File: config.mk
export PLATFORM = sky130hd
export DESIGN_NAME = segbuf_rx
export DESIGN_NICKNAME = d
export VERILOG_FILES = /design/src/rtl/segbuf_pkg.sv /design/src/rtl/segbuf_csum.sv /design/src/rtl/segbuf_rx.sv
export SDC_FILE = /design/constraint.sdc
export NUM_CORES = 1
export LEC_CHECK = 0
export BUFFER_PORTS_ARGS = -buffer_cell sky130_fd_sc_hd__clkbuf_2
export CAP_MARGIN = 0
export CELL_PAD_IN_SITES_DETAIL_PLACEMENT = 0
export CELL_PAD_IN_SITES_GLOBAL_PLACEMENT = 1
export CORE_ASPECT_RATIO = 2
export CORE_MARGIN = 2
export CORE_UTILIZATION = 42
export CTS_CLUSTER_SIZE = 14
export DETAILED_ROUTE_END_ITERATION = 10
export PLACE_DENSITY = 0.87
export SYNTH_ARGS = -nofsm -noshare
export SYNTH_HDL_FRONTEND = slang
export SYNTH_SLANG_ARGS = --single-unit
File: constraint.sdc
create_clock -name rx_clk -period 3.5 [get_ports rx_clk]
set_clock_uncertainty 0.1 [all_clocks]
set_input_delay 0.525 -clock rx_clk [delete_from_list [all_inputs] [get_ports rx_clk]]
set_output_delay 0.525 -clock rx_clk [all_outputs]
set_load 0.05 [all_outputs]
File: src/rtl/segbuf_pkg.sv
// Shared definitions for the segmented-buffer link: control symbols,
// segment size, receive state encoding and the checksum rule. Any
// transmitter for this link imports this package so both ends agree.
package segbuf_pkg;

  localparam logic [7:0]  K_START   = 8'h5C;  // frame start (K28.2)
  localparam logic [7:0]  K_STOP    = 8'h3C;  // end of payload (K28.1)
  localparam logic [7:0]  K_COMMA   = 8'hBC;  // idle comma (K28.5)
  localparam int unsigned SEG_BYTES = 16;

  typedef enum logic [2:0] {
    IDLE    = 3'd0,
    ADDR    = 3'd1,
    DATA    = 3'd2,
    STOP    = 3'd3,
    CSUM_HI = 3'd4,
    CSUM_LO = 3'd5
  } seg_state_e;

  // Transmitted checksum word is the ones-complement-style residue of the
  // 16-bit byte sum, so a frame is good when the received word equals it.
  function automatic logic [15:0] csum_expect(input logic [15:0] sum);
    return 16'hFFFF - sum;
  endfunction

endpackage

File: src/rtl/segbuf_csum.sv
// Segment checksum accumulator.
// Ports:
//   clk        - receive clock
//   reset      - synchronous active-high reset, clears the sum
//   clear      - load the sum with data (address byte starts a new frame)
//   accumulate - add data to the running sum (payload bytes)
//   data       - byte being loaded or added
//   rx_word    - received checksum word {hi,lo}
//   match      - rx_word equals 16'hFFFF - sum
module segbuf_csum
  import segbuf_pkg::*;
(
  input  logic        clk,
  input  logic        reset,
  input  logic        clear,
  input  logic        accumulate,
  input  logic [7:0]  data,
  input  logic [15:0] rx_word,
  output logic        match
);

  logic [15:0] sum;

  // Running 16-bit byte sum; clear has priority over accumulate.
  always_ff @(posedge clk) begin
    if (reset) begin
      sum <= 16'h0000;
    end else if (clear) begin
      sum <= {8'h00, data};
    end else if (accumulate) begin
      sum <= sum + {8'h00, data};
    end
  end

  assign match = (rx_word == csum_expect(sum));

endmodule

File: src/rtl/segbuf_rx.sv
// Receive side of the segmented-buffer link on a 16-bit GTP word.
// The event lane ([15:8]) carries event codes every cycle; the data lane
// ([7:0]) alternates segment slots and distributed-bus slots.
// Ports:
//   rx_clk, reset            - receive clock, synchronous active-high reset
//   rx_data, rxcharisk       - GTP word and per-lane K flags
//   aligned                  - comma alignment; stream invalid when low
//   ev_valid, ev_code        - event code pulse
//   dbus_valid, dbus         - distributed-bus byte from a dbus slot
//   seg_valid, seg_addr,
//   seg_data                 - completed good segment (held until next one)
//   seg_err, err_cnt         - aborted/bad frame pulse and saturating count
module segbuf_rx
  import segbuf_pkg::*;
(
  input  logic         rx_clk,
  input  logic         reset,
  input  logic [15:0]  rx_data,
  input  logic [1:0]   rxcharisk,
  input  logic         aligned,
  output logic         ev_valid,
  output logic [7:0]   ev_code,
  output logic         dbus_valid,
  output logic [7:0]   dbus,
  output logic         seg_valid,
  output logic [7:0]   seg_addr,
  output logic [127:0] seg_data,
  output logic         seg_err,
  output logic [15:0]  err_cnt
);

  localparam logic [3:0] LAST_IDX = 4'(SEG_BYTES - 1);

  seg_state_e   state;
  logic         seg_slot;      // current cycle is a segment slot
  logic         phase_locked;
  logic [3:0]   byte_idx;
  logic [7:0]   frame_addr;
  logic [127:0] frame_buf;     // shadow payload, published only on a good frame
  logic [7:0]   csum_hi;

  logic [7:0]   data_byte;
  logic         data_k;
  logic         is_start;
  logic         ev_hit;
  logic         dbus_hit;
  logic         err_now;
  logic         good_now;
  logic         csum_clear;
  logic         csum_acc;
  logic         csum_match;

  assign data_byte = rx_data[7:0];
  assign data_k    = rxcharisk[0];
  // A start symbol resynchronises the slot phase wherever it lands.
  assign is_start  = aligned & data_k & (data_byte == K_START);
  assign ev_hit    = aligned & ~rxcharisk[1] & (rx_data[15:8] != 8'h00);
  assign dbus_hit  = aligned & phase_locked & ~is_start & ~seg_slot;

  segbuf_csum u_csum (
    .clk        (rx_clk),
    .reset      (reset),
    .clear      (csum_clear),
    .accumulate (csum_acc),
    .data       (data_byte),
    .rx_word    ({csum_hi, data_byte}),
    .match      (csum_match)
  );

  // Frame outcome and checksum control for the current segment slot.
  always_comb begin
    err_now    = 1'b0;
    good_now   = 1'b0;
    csum_clear = 1'b0;
    csum_acc   = 1'b0;
    if (!aligned || is_start) begin
      // Loss of alignment or a restart abandons any frame in progress.
      err_now = (state != IDLE);
    end else if (seg_slot) begin
      case (state)
        IDLE:    err_now = 1'b0;
        ADDR:    begin
                   err_now    = data_k;
                   csum_clear = ~data_k;
                 end
        DATA:    begin
                   err_now  = data_k;
                   csum_acc = ~data_k;
                 end
        STOP:    err_now = ~(data_k && (data_byte == K_STOP));
        CSUM_HI: err_now = data_k;
        CSUM_LO: begin
                   good_now = ~data_k & csum_match;
                   err_now  = data_k | ~csum_match;
                 end
        default: err_now = 1'b0;
      endcase
    end else begin
      err_now = 1'b0;
    end
  end

  // Receive FSM, slot phase tracking and all registered outputs.
  always_ff @(posedge rx_clk) begin
    if (reset) begin
      state        <= IDLE;
      seg_slot     <= 1'b0;
      phase_locked <= 1'b0;
      byte_idx     <= 4'd0;
      frame_addr   <= 8'h00;
      frame_buf    <= 128'h0;
      csum_hi      <= 8'h00;
      ev_valid     <= 1'b0;
      ev_code      <= 8'h00;
      dbus_valid   <= 1'b0;
      dbus         <= 8'h00;
      seg_valid    <= 1'b0;
      seg_addr     <= 8'h00;
      seg_data     <= 128'h0;
      seg_err      <= 1'b0;
      err_cnt      <= 16'h0000;
    end else begin
      ev_valid <= ev_hit;
      if (ev_hit) ev_code <= rx_data[15:8];
      dbus_valid <= dbus_hit;
      if (dbus_hit) dbus <= data_byte;
      seg_valid <= good_now;
      seg_err   <= err_now;
      if (err_now && (err_cnt != 16'hFFFF)) err_cnt <= err_cnt + 16'd1;
      if (good_now) begin
        seg_addr <= frame_addr;
        seg_data <= frame_buf;
      end

      // The start symbol occupies a segment slot, so the next is a dbus slot.
      seg_slot <= is_start ? 1'b0 : ~seg_slot;

      if (!aligned) begin
        phase_locked <= 1'b0;
      end else if (is_start) begin
        phase_locked <= 1'b1;
      end

      if (!aligned) begin
        state <= IDLE;
      end else if (is_start) begin
        state <= ADDR;
      end else if (seg_slot) begin
        case (state)
          IDLE:    state <= IDLE;
          ADDR:    if (data_k) begin
                     state <= IDLE;
                   end else begin
                     frame_addr <= data_byte;
                     byte_idx   <= 4'd0;
                     state      <= DATA;
                   end
          DATA:    if (data_k) begin
                     state <= IDLE;
                   end else begin
                     frame_buf[{byte_idx, 3'b000} +: 8] <= data_byte;
                     byte_idx <= byte_idx + 4'd1;
                     if (byte_idx == LAST_IDX) state <= STOP;
                   end
          STOP:    state <= err_now ? IDLE : CSUM_HI;
          CSUM_HI: if (data_k) begin
                     state <= IDLE;
                   end else begin
                     csum_hi <= data_byte;
                     state   <= CSUM_LO;
                   end
          CSUM_LO: state <= IDLE;
          default: state <= IDLE;
        endcase
      end
    end
  end

endmodule

==> results of run 1 <==
==> power breakdown <==
part	total [mW]	switching (mW)	internal (mW)	leakage [nW]
Clock	3.28	1.43	1.85	0.465
Combinational	0.230	0.178	0.0528	2.82
Sequential	3.89	0.00726	3.89	2.75
==> kinds of logic (layout without fill, tap and decap cells) <==
logic type                 after synthesis  count (layout)
DFF                                    341             341
AOI/OAI and AO/OA                      249             249
muxes                                  116             116
buffers and inverters                  120             294
xor gates and xnor gates                33              33
adders and majority gates               12              12
and+or+nand+nor                        671             671
==> through the flow <==
step | utilization (%) | hold slack, ps | instances | power, mW
2_1_floorplan | - | 336 | 1542 | 4.13
3_3_place_gp | 47.1 | 340 | 2036 | 4.21
3_5_place_dp | 47.1 | 342 | 2036 | 4.21
4_1_cts | 50.2 | 87.5 | 2088 | 7.48
5_1_grt | 50.2 | 109 | 2088 | 7.64
6_report | 50.2 | 109 | 2088 | 7.41
==> layout make-up <==
type                       count  area share [%]
tap                          372            3.02
multi-input combinational   1081            37.8
clock inverter                 5           0.487
timing repair buffer         225            8.39
sequential                   341            44.3
clock buffer                  47            5.68
inverter                      17           0.414
==> critical path, delay by kind of cell (launching register included) <==
kind / cells / cell delay, ps
and+or+nand+nor: 5 / 1540
DFF: 1 / 580
muxes: 1 / 330
==> routing by layer <==
layer | share of wire [%] | up-vias
met4 | 4.1 | 0
met3 | 3.5 | 77
met1 | 38 | 5198
met5 | 0 | -
li1 | - | 5427
met2 | 54 | 245
==> path summary, 6_finish.rpt <==
path | start | endpoint | slack, ps | cells after the start
min reg2reg | frame_buf[106]$_SDFFE_PP0P_ | seg_data[106]$_SDFFE_PP0P_ | 350 | 2
min | rx_data[12] | ev_code[4]$_SDFFE_PP0P_ | 110 | 3
max | seg_slot$_SDFF_PP0_ | frame_buf[115]$_SDFFE_PP0P_ | 820 | 6
max reg2reg | seg_slot$_SDFF_PP0_ | frame_buf[115]$_SDFFE_PP0P_ | 820 | 6
==> registers in the layout (all words and copies together), names as in the netlist, 3 cells and up <==
register and count:
seg_data 128, seg_addr 8, byte_idx 4, csum_hi 8, state 3, err_cnt 16, frame_addr 8, ev_code 8
dbus 8, u_csum.sum 16, frame_buf 128
==> cell usage in the layout (no fill, tap or decap), types with 3 or more instances in the layout <==
master     count
a21oi_1      207
a31oi_1        3
and2_1         3
and3_1         5
buf_12         6
buf_4         27
clkbuf_1      12
clkbuf_16     31
clkbuf_2     191
clkbuf_8       4
clkinv_2       3
dfxtp_1      341
ha_1          11
inv_1         17
mux2i_1      116
nand2_1      361
nand2b_1       9
nand3_1       54
nand4_1       11
nor2_1       174
nor2b_1        6
nor3_1        10
nor3_2        10
nor4_1        10
o21a_1         3
o21ai_0       13
o31ai_1        3
or3_1          3
xnor2_1       27
xor2_1         6
==> summary.txt, run 1 <==
Synthesis
  • Top FF cell, synth: dfxtp_1
  • Largest family of logic cells by synthesized area: simple AND/OR/NAND/NOR gates
  • Post-synth top cells: nand2_1 (361), dfxtp_1 (341), a21oi_1 (207), nor2_1 (174), mux2i_1 (116)
  • Synthesized flop and latch total: 341
  • Synth area leader: dfxtp_1
  • Number of synthesized flops with an enable pin: 0
  • Count leader, synth: nand2_1
  • Post-synthesis cell type count: 57
  • Synth Cell Area: between 10000 and 15000 um^2
  • Cells after Synth: ~1500
  • Async SR Flop Fraction: 0%
  • XOR/XNOR Fraction of Synth Area: 2.20%
  • Mux cell area share after synthesis: roughly 8.9%
  • Synth Area in Compound Gates: 10.1%
  • Area contributors post-synth: dfxtp_1 (52%), nand2_1 (10%), mux2i_1 (8.9%), a21oi_1 (7.9%), nor2_1 (5.0%)
  • Mean Syn Cell Area: 8.50 um^2
  • Fraction of the mapped netlist area in adder cells: approximately 1.2%
  • Synth top area share: between 50% and 60%
  • Area share of and/or/nand/nor cells after synthesis: 21.9%
  • Mapped Nets: 1575
  • Syn. warnings: 0
  • Register area share after synthesis: 52.1%

GRT
  • Grt ovf: 0
  • First-pass GRT wire length: between 50 and 60 mm
  • Met3 Usage GRT: under 10%
  • Met2 usage: 42.0%
  • Largest net degree at the start of global routing: 115
  • Initial antenna violation count: 0
  • GR Layer Usage met1: 24.5%
  • Total GRT Usage: 22.3%
  • Vias in the first global route: ~11000
  • Busiest layer in global routing: met2

Routing
  • Initial drt markers: 654
  • First-pass DRT Iterations: 5
  • Via density: 5.24
  • Routed Antenna Nets: 0
  • Routed vias: 10900
  • DRC Markers: 0
  • Post-Route WL: 37.1 mm
  • DR WL/cell: 17.8 um

Timing
  • Max Clk Rate: approximately 370 MHz
  • Final setup viols: 0
  • Final period util: 76.6%
  • Relative slew slack: 25.7%
  • Slew Limit Fails: 0
  • Fin crit period: 2680 ps
  • RSZ-0062 raised after global routing: no
  • Final WS setup: 819 ps
  • Final hold vios: 0
  • Setup Total Neg Slack: 0 ps
  • Worst-Margin Slew: about 1100 ps

Final layout
  • Area of the multi-input gates: 5820 um^2
  • Design area: 15400 um^2
  • Number of nets in the layout: 1729
  • Ant diodes: 0
  • Area grow syn2layout: 17.6%
  • Seq. cell area: 6830 um^2
  • Fill cells: slightly above 3000
  • Share of cells above drive strength 1: between 15 and 20%

Floorplan
  • Die area: roughly 33000 um^2
  • I/O pin cnt: 193
  • Core area: 30700 um^2
  • Die Y-Extent: roughly 250 um
  • Row count: 91
  • Starting Density: 42.6%
  • Die width: 129 um

Placed design
  • Pre-CTS setup slack: roughly 490 ps
  • Placer's final routability congestion estimate: 0.911
  • Final HPWL DP: 25.1 mm
  • Dpl cell area: approximately 14000 um^2
  • I/O Buffers: 192

Clock tree
  • Clock Tree Buf Depth: 3
  • Inserted Clock Buffers: 30
  • CTS sink count: 341
  • Clk root buf: clkbuf_16
  • CTS tree: yes
  • Post-CTS sizing: 0
  • # H-tree levels: 1
  • Cts hold-fix bufs: 0
  • Worst-path clk slew: 70 ps
  • # Post-CTS Setup Buffers: 0
  • Clock Latency Late Sink: 570 ps

Worst setup path
  • Type of the worst setup path: reg2reg
  • Critical Path, Cell by Cell: and3_1 > and3_1 > and3_1 > nand3_1 > mux2i_1 > nor2_1
  • WP data required: about 3800 ps
  • Crit Path Max Fanout: 10
  • Most used cell, CP: and3_1
  • Startpoint Class: register
  • Crit. End Element: register
  • Critical Path AT: ~3000 ps
  • CP max stage delay: 580 ps
  • Slowest CP cell: dfxtp_1

Power
  • Max rail drop VDD: 301 uV
  • Pwr dens: 480 nW/um^2
  • Leakage: 6.03 nW

Flow run
  • Max-Cap Viols: 0

Run status
  • Status: completed

Min path
  • Min-delay worst type: in2reg
(Power assumes the default switching activity.)
==> run 2, diff against run 1 <==
- CORE_UTILIZATION: 42 -> 38
- PLACE_DENSITY: 0.87 -> 0.84
- clock period: 3.5 -> 2.42 ns (I/O delays scaled with it)
==> summary.txt, run 2 (synthesized netlist as in run 1, its figures left out) <==
GRT
  • Grt ovf: 0 (unchanged)
  • Total GRT Usage: 20.5% (-1.8 points)
  • Largest net degree at the start of global routing: 127 (+10%)
  • Vias in the first global route: 11100 (+3.3%)
  • First-pass GRT wire length: 58.8 mm (+2.1%)
  • Initial antenna violation count: 0 (unchanged)

Clock tree
  • Worst-path clk slew: 70 ps (about the same)
  • Inserted Clock Buffers: 31 (+3.3%)
  • Clock Latency Late Sink: 560 ps (about the same)
  • CTS sink count: 341 (unchanged)
  • Clock Tree Buf Depth: 3 (unchanged)
  • Clk root buf: clkbuf_16
  • CTS tree: yes
  • # H-tree levels: 1 (unchanged)

Routing
  • Initial drt markers: 624 (-4.6%)
  • Routed vias: 11500 (+5.3%)
  • Via density: 5.13 (-2.1%)
  • DR WL/cell: 17.6 um (-1.0%)
  • Routed Antenna Nets: 0 (unchanged)
  • First-pass DRT Iterations: 5 (unchanged)
  • Post-Route WL: 39.5 mm (+6.4%)
  • DRC Markers: 0 (unchanged)

Worst setup path
  • Critical Path, Cell by Cell: ha_4 > nand4_1 > nor4_2 > buf_4 > nand3_4 > nor3_4 > buf_6 > buf_12 > buf_12 > clkbuf_16 > nand2_1 > a21oi_1
  • CP max stage delay: 360 ps (-220 ps)
  • Reg2reg setup slack: 2 ps (-820 ps)
  • Most used cell, CP: buf_12
  • Crit. End Element: register
  • Startpoint Class: register
  • WP buf/inv: 5 (+5)
  • Type of the worst setup path: reg2reg
  • Critical Path AT: 2810 ps (-210 ps)
  • Slowest CP cell: dfxtp_1
  • WP data required: 2810 ps (-1030 ps)
  • Worst-case reg-to-reg path depth: 12 (+6)
  • Crit Path Max Fanout: 7 (-3)
  • FF-to-FF Start: u_csum.sum[3]$_SDFFE_PP0P_
  • Largest delay share family, worst path: buffers and inverters
  • Worst R2R End: seg_data[61]$_SDFFE_PP0P_

Placed design
  • I/O Buffers: 192 (unchanged)
  • Pre-CTS setup slack: -233 ps (-726 ps)
  • Placer's final routability congestion estimate: 0.899 (-1.2%)
  • Final HPWL DP: 25.7 mm (+2.2%)

Floorplan
  • Starting Density: 38.4% (-4.2 points)
  • Die Y-Extent: 267 um (+5.0%)
  • Core area: 34100 um^2 (+11%)
  • I/O pin cnt: 193 (unchanged)
  • Die width: 135 um (+5.0%)
  • Row count: 96 (+5.5%)
  • Die area: 36100 um^2 (+10%)

Timing
  • Worst-Margin Slew: 1140 ps (+24.8 ps)
  • Final period util: 99.9% (+23 points)
  • Slew Limit Fails: 0 (unchanged)
  • Final WS setup: 1.79 ps (-817 ps)
  • Final setup viols: 0 (unchanged)
  • RSZ-0062 raised after global routing: yes
  • Final hold vios: 0 (unchanged)
  • Max Clk Rate: 414 MHz (+11%)
  • Relative slew slack: 24.1% (-1.7 points)
  • Setup Total Neg Slack: 0 ps (unchanged)
  • Fin crit period: 2420 ps (-263 ps)

Final layout
  • Number of nets in the layout: 1818 (+5.1%)
  • Fill cells: 3330 (+10%)
  • Top flop regs: frame_buf: 128 flops, seg_data: 128 flops
  • Core occupancy in the finished layout: 49.0% (-1.2 points)
  • Area grow syn2layout: 27.5%
  • Ant diodes: 0 (unchanged)
  • Most common cell after layout, fill and taps aside: nand2_1
  • Most frequent cells in the layout: nand2_1 (350), dfxtp_1 (336), a21oi_1 (199)
  • Share of cells above drive strength 1: 23.0% (+6.3 points)

Min path
  • Min-Delay Endpoint: err_cnt[7]$_SDFFE_PP0P_
  • Hold path depth: 2 (-1)
  • Hold path start: reset
  • Min-delay worst type: in2reg

Power
  • Pwr dens: 640 nW/um^2 (+33%)
  • Max rail drop VDD: 540 uV (+80%)
  • Total power: 10.7 mW (+44%)
  • Leakage: 6.57 nW (+8.9%)

Run status
  • Status: completed

Flow run
  • Max-Cap Viols: 0 (unchanged)
## run 2: worst max path at each step
stage                                    start                   endpoint  slack, ps  depth (start not counted)
CTS                 u_csum.sum[7]$_SDFFE_PP0P_   seg_data[8]$_SDFFE_PP0P_         -6                         10
finish              u_csum.sum[3]$_SDFFE_PP0P_  seg_data[61]$_SDFFE_PP0P_          2                         12
detailed placement                  rx_data[7]  seg_data[75]$_SDFFE_PP0P_       -230                         11
global placement                    rx_data[7]    err_cnt[3]$_SDFFE_PP0P_       -210                          9
global route        u_csum.sum[3]$_SDFFE_PP0P_    err_cnt[2]$_SDFFE_PP0P_       -150                         11
floorplan                           rx_data[1]    err_cnt[9]$_SDFFE_PP0P_        -70                          9
## run 2: final cells by class
type | count | area [um^2] | share of cell area [%]
clock buffer | 46 | 862 | 5.16
clock inverter | 7 | 71.3 | 0.427
inverter | 17 | 63.8 | 0.382
multi-input combinational | 1081 | 6070 | 36.3
sequential | 341 | 6830 | 40.9
tap | 441 | 552 | 3.30
timing repair buffer | 313 | 2260 | 13.5
## run 2: per-layer routing
| layer | GRT usage [%] | wire length (um) | up-vias |
|---|---|---|---|
| li1 | - | - | 5600 |
| met2 | 39.0 | 21300 | 281 |
| met4 | 9.85 | 1840 | 0 |
| met1 | 21.9 | 15000 | 5538 |
| met3 | 2.47 | 1370 | 107 |
| met5 | 0 | 0 | - |
## run 2: stage by stage
step | cell area, um^2 | hold slack, ps | cells
after global routing | 16700 | 109 | 2246
after global placement | 15100 | 340 | 2159
after detailed placement | 15100 | 343 | 2159
after CTS | 16100 | 61.8 | 2224
after floorplan | 13200 | 336 | 1542
final | 16700 | 84.9 | 2246
## run 2: power breakdown
part	internal [mW]	total, mW	switching [mW]	leakage, nW
logic	0.122	0.407	0.285	3.37
registers	5.62	5.63	0.00676	2.75
clock network	2.56	4.66	2.10	0.450
## run 2: timing repair
item,4_1_cts,5_1_grt
pin swaps,1,18
setup buffers,4,13
gates resized for setup,3,62
setup endpoints to repair,47,163
endpoints found under the hold margin,8,0
gates cloned,0,10
hold buffers,8,0
==> run 3, diff against run 2 <==
- PLACE_DENSITY: 0.84 -> default
- PLACE_DENSITY_LB_ADDON: default -> 0.1
==> summary.txt, run 3 (synthesized netlist as in run 1, its figures left out) <==
Worst setup path
  • Startpoint Class: register
  • Critical Path AT: 2730 ps (-80 ps)
  • WP buf/inv: 3 (-2)
  • WP data required: 2700 ps (-110 ps)
  • Slowest CP cell: or3_4
  • Crit. End Element: register
  • CP max stage delay: 440 ps (+80 ps)
  • Largest delay share family, worst path: simple AND/OR/NAND/NOR gates
  • Type of the worst setup path: reg2reg
  • Crit Path Max Fanout: 11 (+4)
  • Critical Path, Cell by Cell: ha_4 > nand4_1 > nor4_2 > buf_4 > nand3_4 > or3_4 > buf_12 > clkbuf_16 > nand2_1 > a21oi_1

GRT
  • First-pass GRT wire length: 59.6 mm (+1.3%)
  • Largest net degree at the start of global routing: 90 (-29%)
  • Vias in the first global route: 10800 (-2.7%)
  • Grt ovf: 0 (unchanged)
  • Initial antenna violation count: 0 (unchanged)
  • Total GRT Usage: 21.1% (+0.60 points)

Timing
  • Max Clk Rate: 407 MHz (-1.5%)
  • Fin crit period: 2450 ps (+36.7 ps)
  • Final WS setup: -34.9 ps (-36.7 ps)
  • RSZ-0062 raised after global routing: yes
  • Final period util: 101% (+1.5 points)
  • Hold slack: 111 ps (+25.6 ps)
  • Worst-Margin Slew: 1060 ps (-82.4 ps)
  • Final hold vios: 0 (unchanged)
  • Slew Limit Fails: 0 (unchanged)
  • Final setup viols: 75 (+75)
  • Relative slew slack: 29.5% (+5.5 points)

Run status
  • Status: finished, violations left
  • Failing checks: setup timing

Clock tree
  • Worst-path clk slew: 70 ps (about the same)
  • CTS sink count: 341 (unchanged)
  • # H-tree levels: 2 (+1)
  • Clock Tree Buf Depth: 3 (unchanged)
  • Clock Latency Late Sink: 530 ps (-30 ps)
  • Inserted Clock Buffers: 34 (+9.7%)
  • CTS tree: yes
  • Clk root buf: clkbuf_16

Routing
  • Routed vias: 11300 (-1.7%)
  • First-pass DRT Iterations: 5 (unchanged)
  • Post-Route WL: 40.7 mm (+3.0%)
  • Via density: 5.01 (-2.4%)
  • DRC Markers: 0 (unchanged)
  • Routed Antenna Nets: 0 (unchanged)
  • DR WL/cell: 18.0 um (+2.3%)
  • Initial drt markers: 416 (-33%)

Final layout
  • Fill cells: 3373 (+1.3%)
  • Ant diodes: 0 (unchanged)
  • Core occupancy in the finished layout: 50.9% (+1.9 points)
  • Area grow syn2layout: 32.3%
  • Number of nets in the layout: 1832 (+0.77%)
  • Most common cell after layout, fill and taps aside: dfxtp_1
  • Top flop regs: frame_buf: 128 flops, seg_data: 128 flops
  • Share of cells above drive strength 1: 27.0% (+4.0 points)
  • Most frequent cells in the layout: dfxtp_1 (338), nand2_1 (312), clkbuf_2 (191)

Floorplan
  • Row count: 96 (unchanged)
  • Die Y-Extent: 267 um (unchanged)
  • Die width: 135 um (unchanged)
  • I/O pin cnt: 193 (unchanged)
  • Die area: 36100 um^2 (unchanged)
  • Starting Density: 38.4% (unchanged)
  • Core area: 34100 um^2 (unchanged)

Power
  • Max rail drop VDD: 528 uV (-2.3%)
  • Leakage: 6.91 nW (+5.2%)
  • Pwr dens: 653 nW/um^2 (+2.0%)

Flow run
  • Max-Cap Viols: 0 (unchanged)

Min path
  • Min-delay worst type: in2reg

Placed design
  • Placer's final routability congestion estimate: 0.873 (-2.9%)
  • I/O Buffers: 192 (unchanged)
  • Final HPWL DP: 25.9 mm (+1.1%)
## run 3: report_power, final
group          total (mW)  internal (mW)  leakage [nW]  switching, mW
combinational       0.403          0.116          3.63          0.287
sequential           5.63           5.62          2.75        0.00591
clock                5.30           3.04         0.536           2.25
total                11.3           8.78          6.91           2.55
## run 3: layout make-up
type | instances | area [um^2] | share of cell area (%)
tap | 441 | 552 | 3.18
inverter | 17 | 63.8 | 0.368
clock buffer | 45 | 973 | 5.61
sequential | 341 | 6830 | 39.4
timing repair buffer | 324 | 2510 | 14.4
multi-input combinational | 1081 | 6300 | 36.3
clock inverter | 12 | 121 | 0.699
## run 3: timing repair
item                                    in CTS  in global routing
setup buffers                                1                  5
hold endpoints to repair                     8                  0
gates resized for setup                      9                121
endpoints found under the setup margin     137                159
hold buffers                                 8                  0
gates cloned                                 0                 17
pin swaps                                    3                 25
## run 3: worst reg2reg max path, delay by kind of cell (launching register included)
family | cells | cell delay, ps
adder cells (fa/ha/maj) | 1 | 300
AND/OR/NAND/NOR | 5 | 970
AO/OA/AOI/OAI | 1 | 50
buffers and inverters | 3 | 540
flip-flops | 1 | 340
## run 3: worst paths after layout
kind                            depth (start not counted)                         to  slack, ps                        from
worst min-delay path                                    2    ev_code[6]$_SDFFE_PP0P_        110                       reset
worst min register to register                          2  seg_data[48]$_SDFFE_PP0P_        350   seg_data[48]$_SDFFE_PP0P_
worst max-delay path                                   10  seg_data[74]$_SDFFE_PP0P_        -30  u_csum.sum[3]$_SDFFE_PP0P_
worst max register to register                         10  seg_data[74]$_SDFFE_PP0P_        -30  u_csum.sum[3]$_SDFFE_PP0P_
## run 3: metal layers
metal  track usage [%]  part of all wire [%]  up-vias
li1                  -                     -     5646
met1              24.4                    40     5389
met3              2.55                   3.0       65
met2              39.4                    54      226
met4              7.49                   3.0        0
met5                 0                     0        -
## run 3: metrics by stage
| stage | total power, mW | setup TNS, ps | setup WS [ps] | area (um^2) | instances |
|---|---|---|---|---|---|
| 2_1_floorplan | 5.97 | -113 | -71.5 | 13200 | 1542 |
| 3_3_place_gp | 6.13 | -37920 | -303 | 15300 | 2173 |
| 3_5_place_dp | 6.14 | -39960 | -336 | 15300 | 2173 |
| 4_1_cts | 11.5 | -28.1 | -26.7 | 16500 | 2239 |
| 5_1_grt | 11.7 | -10440 | -117 | 17400 | 2261 |
| 6_report | 11.3 | -1040 | -34.9 | 17400 | 2261 |
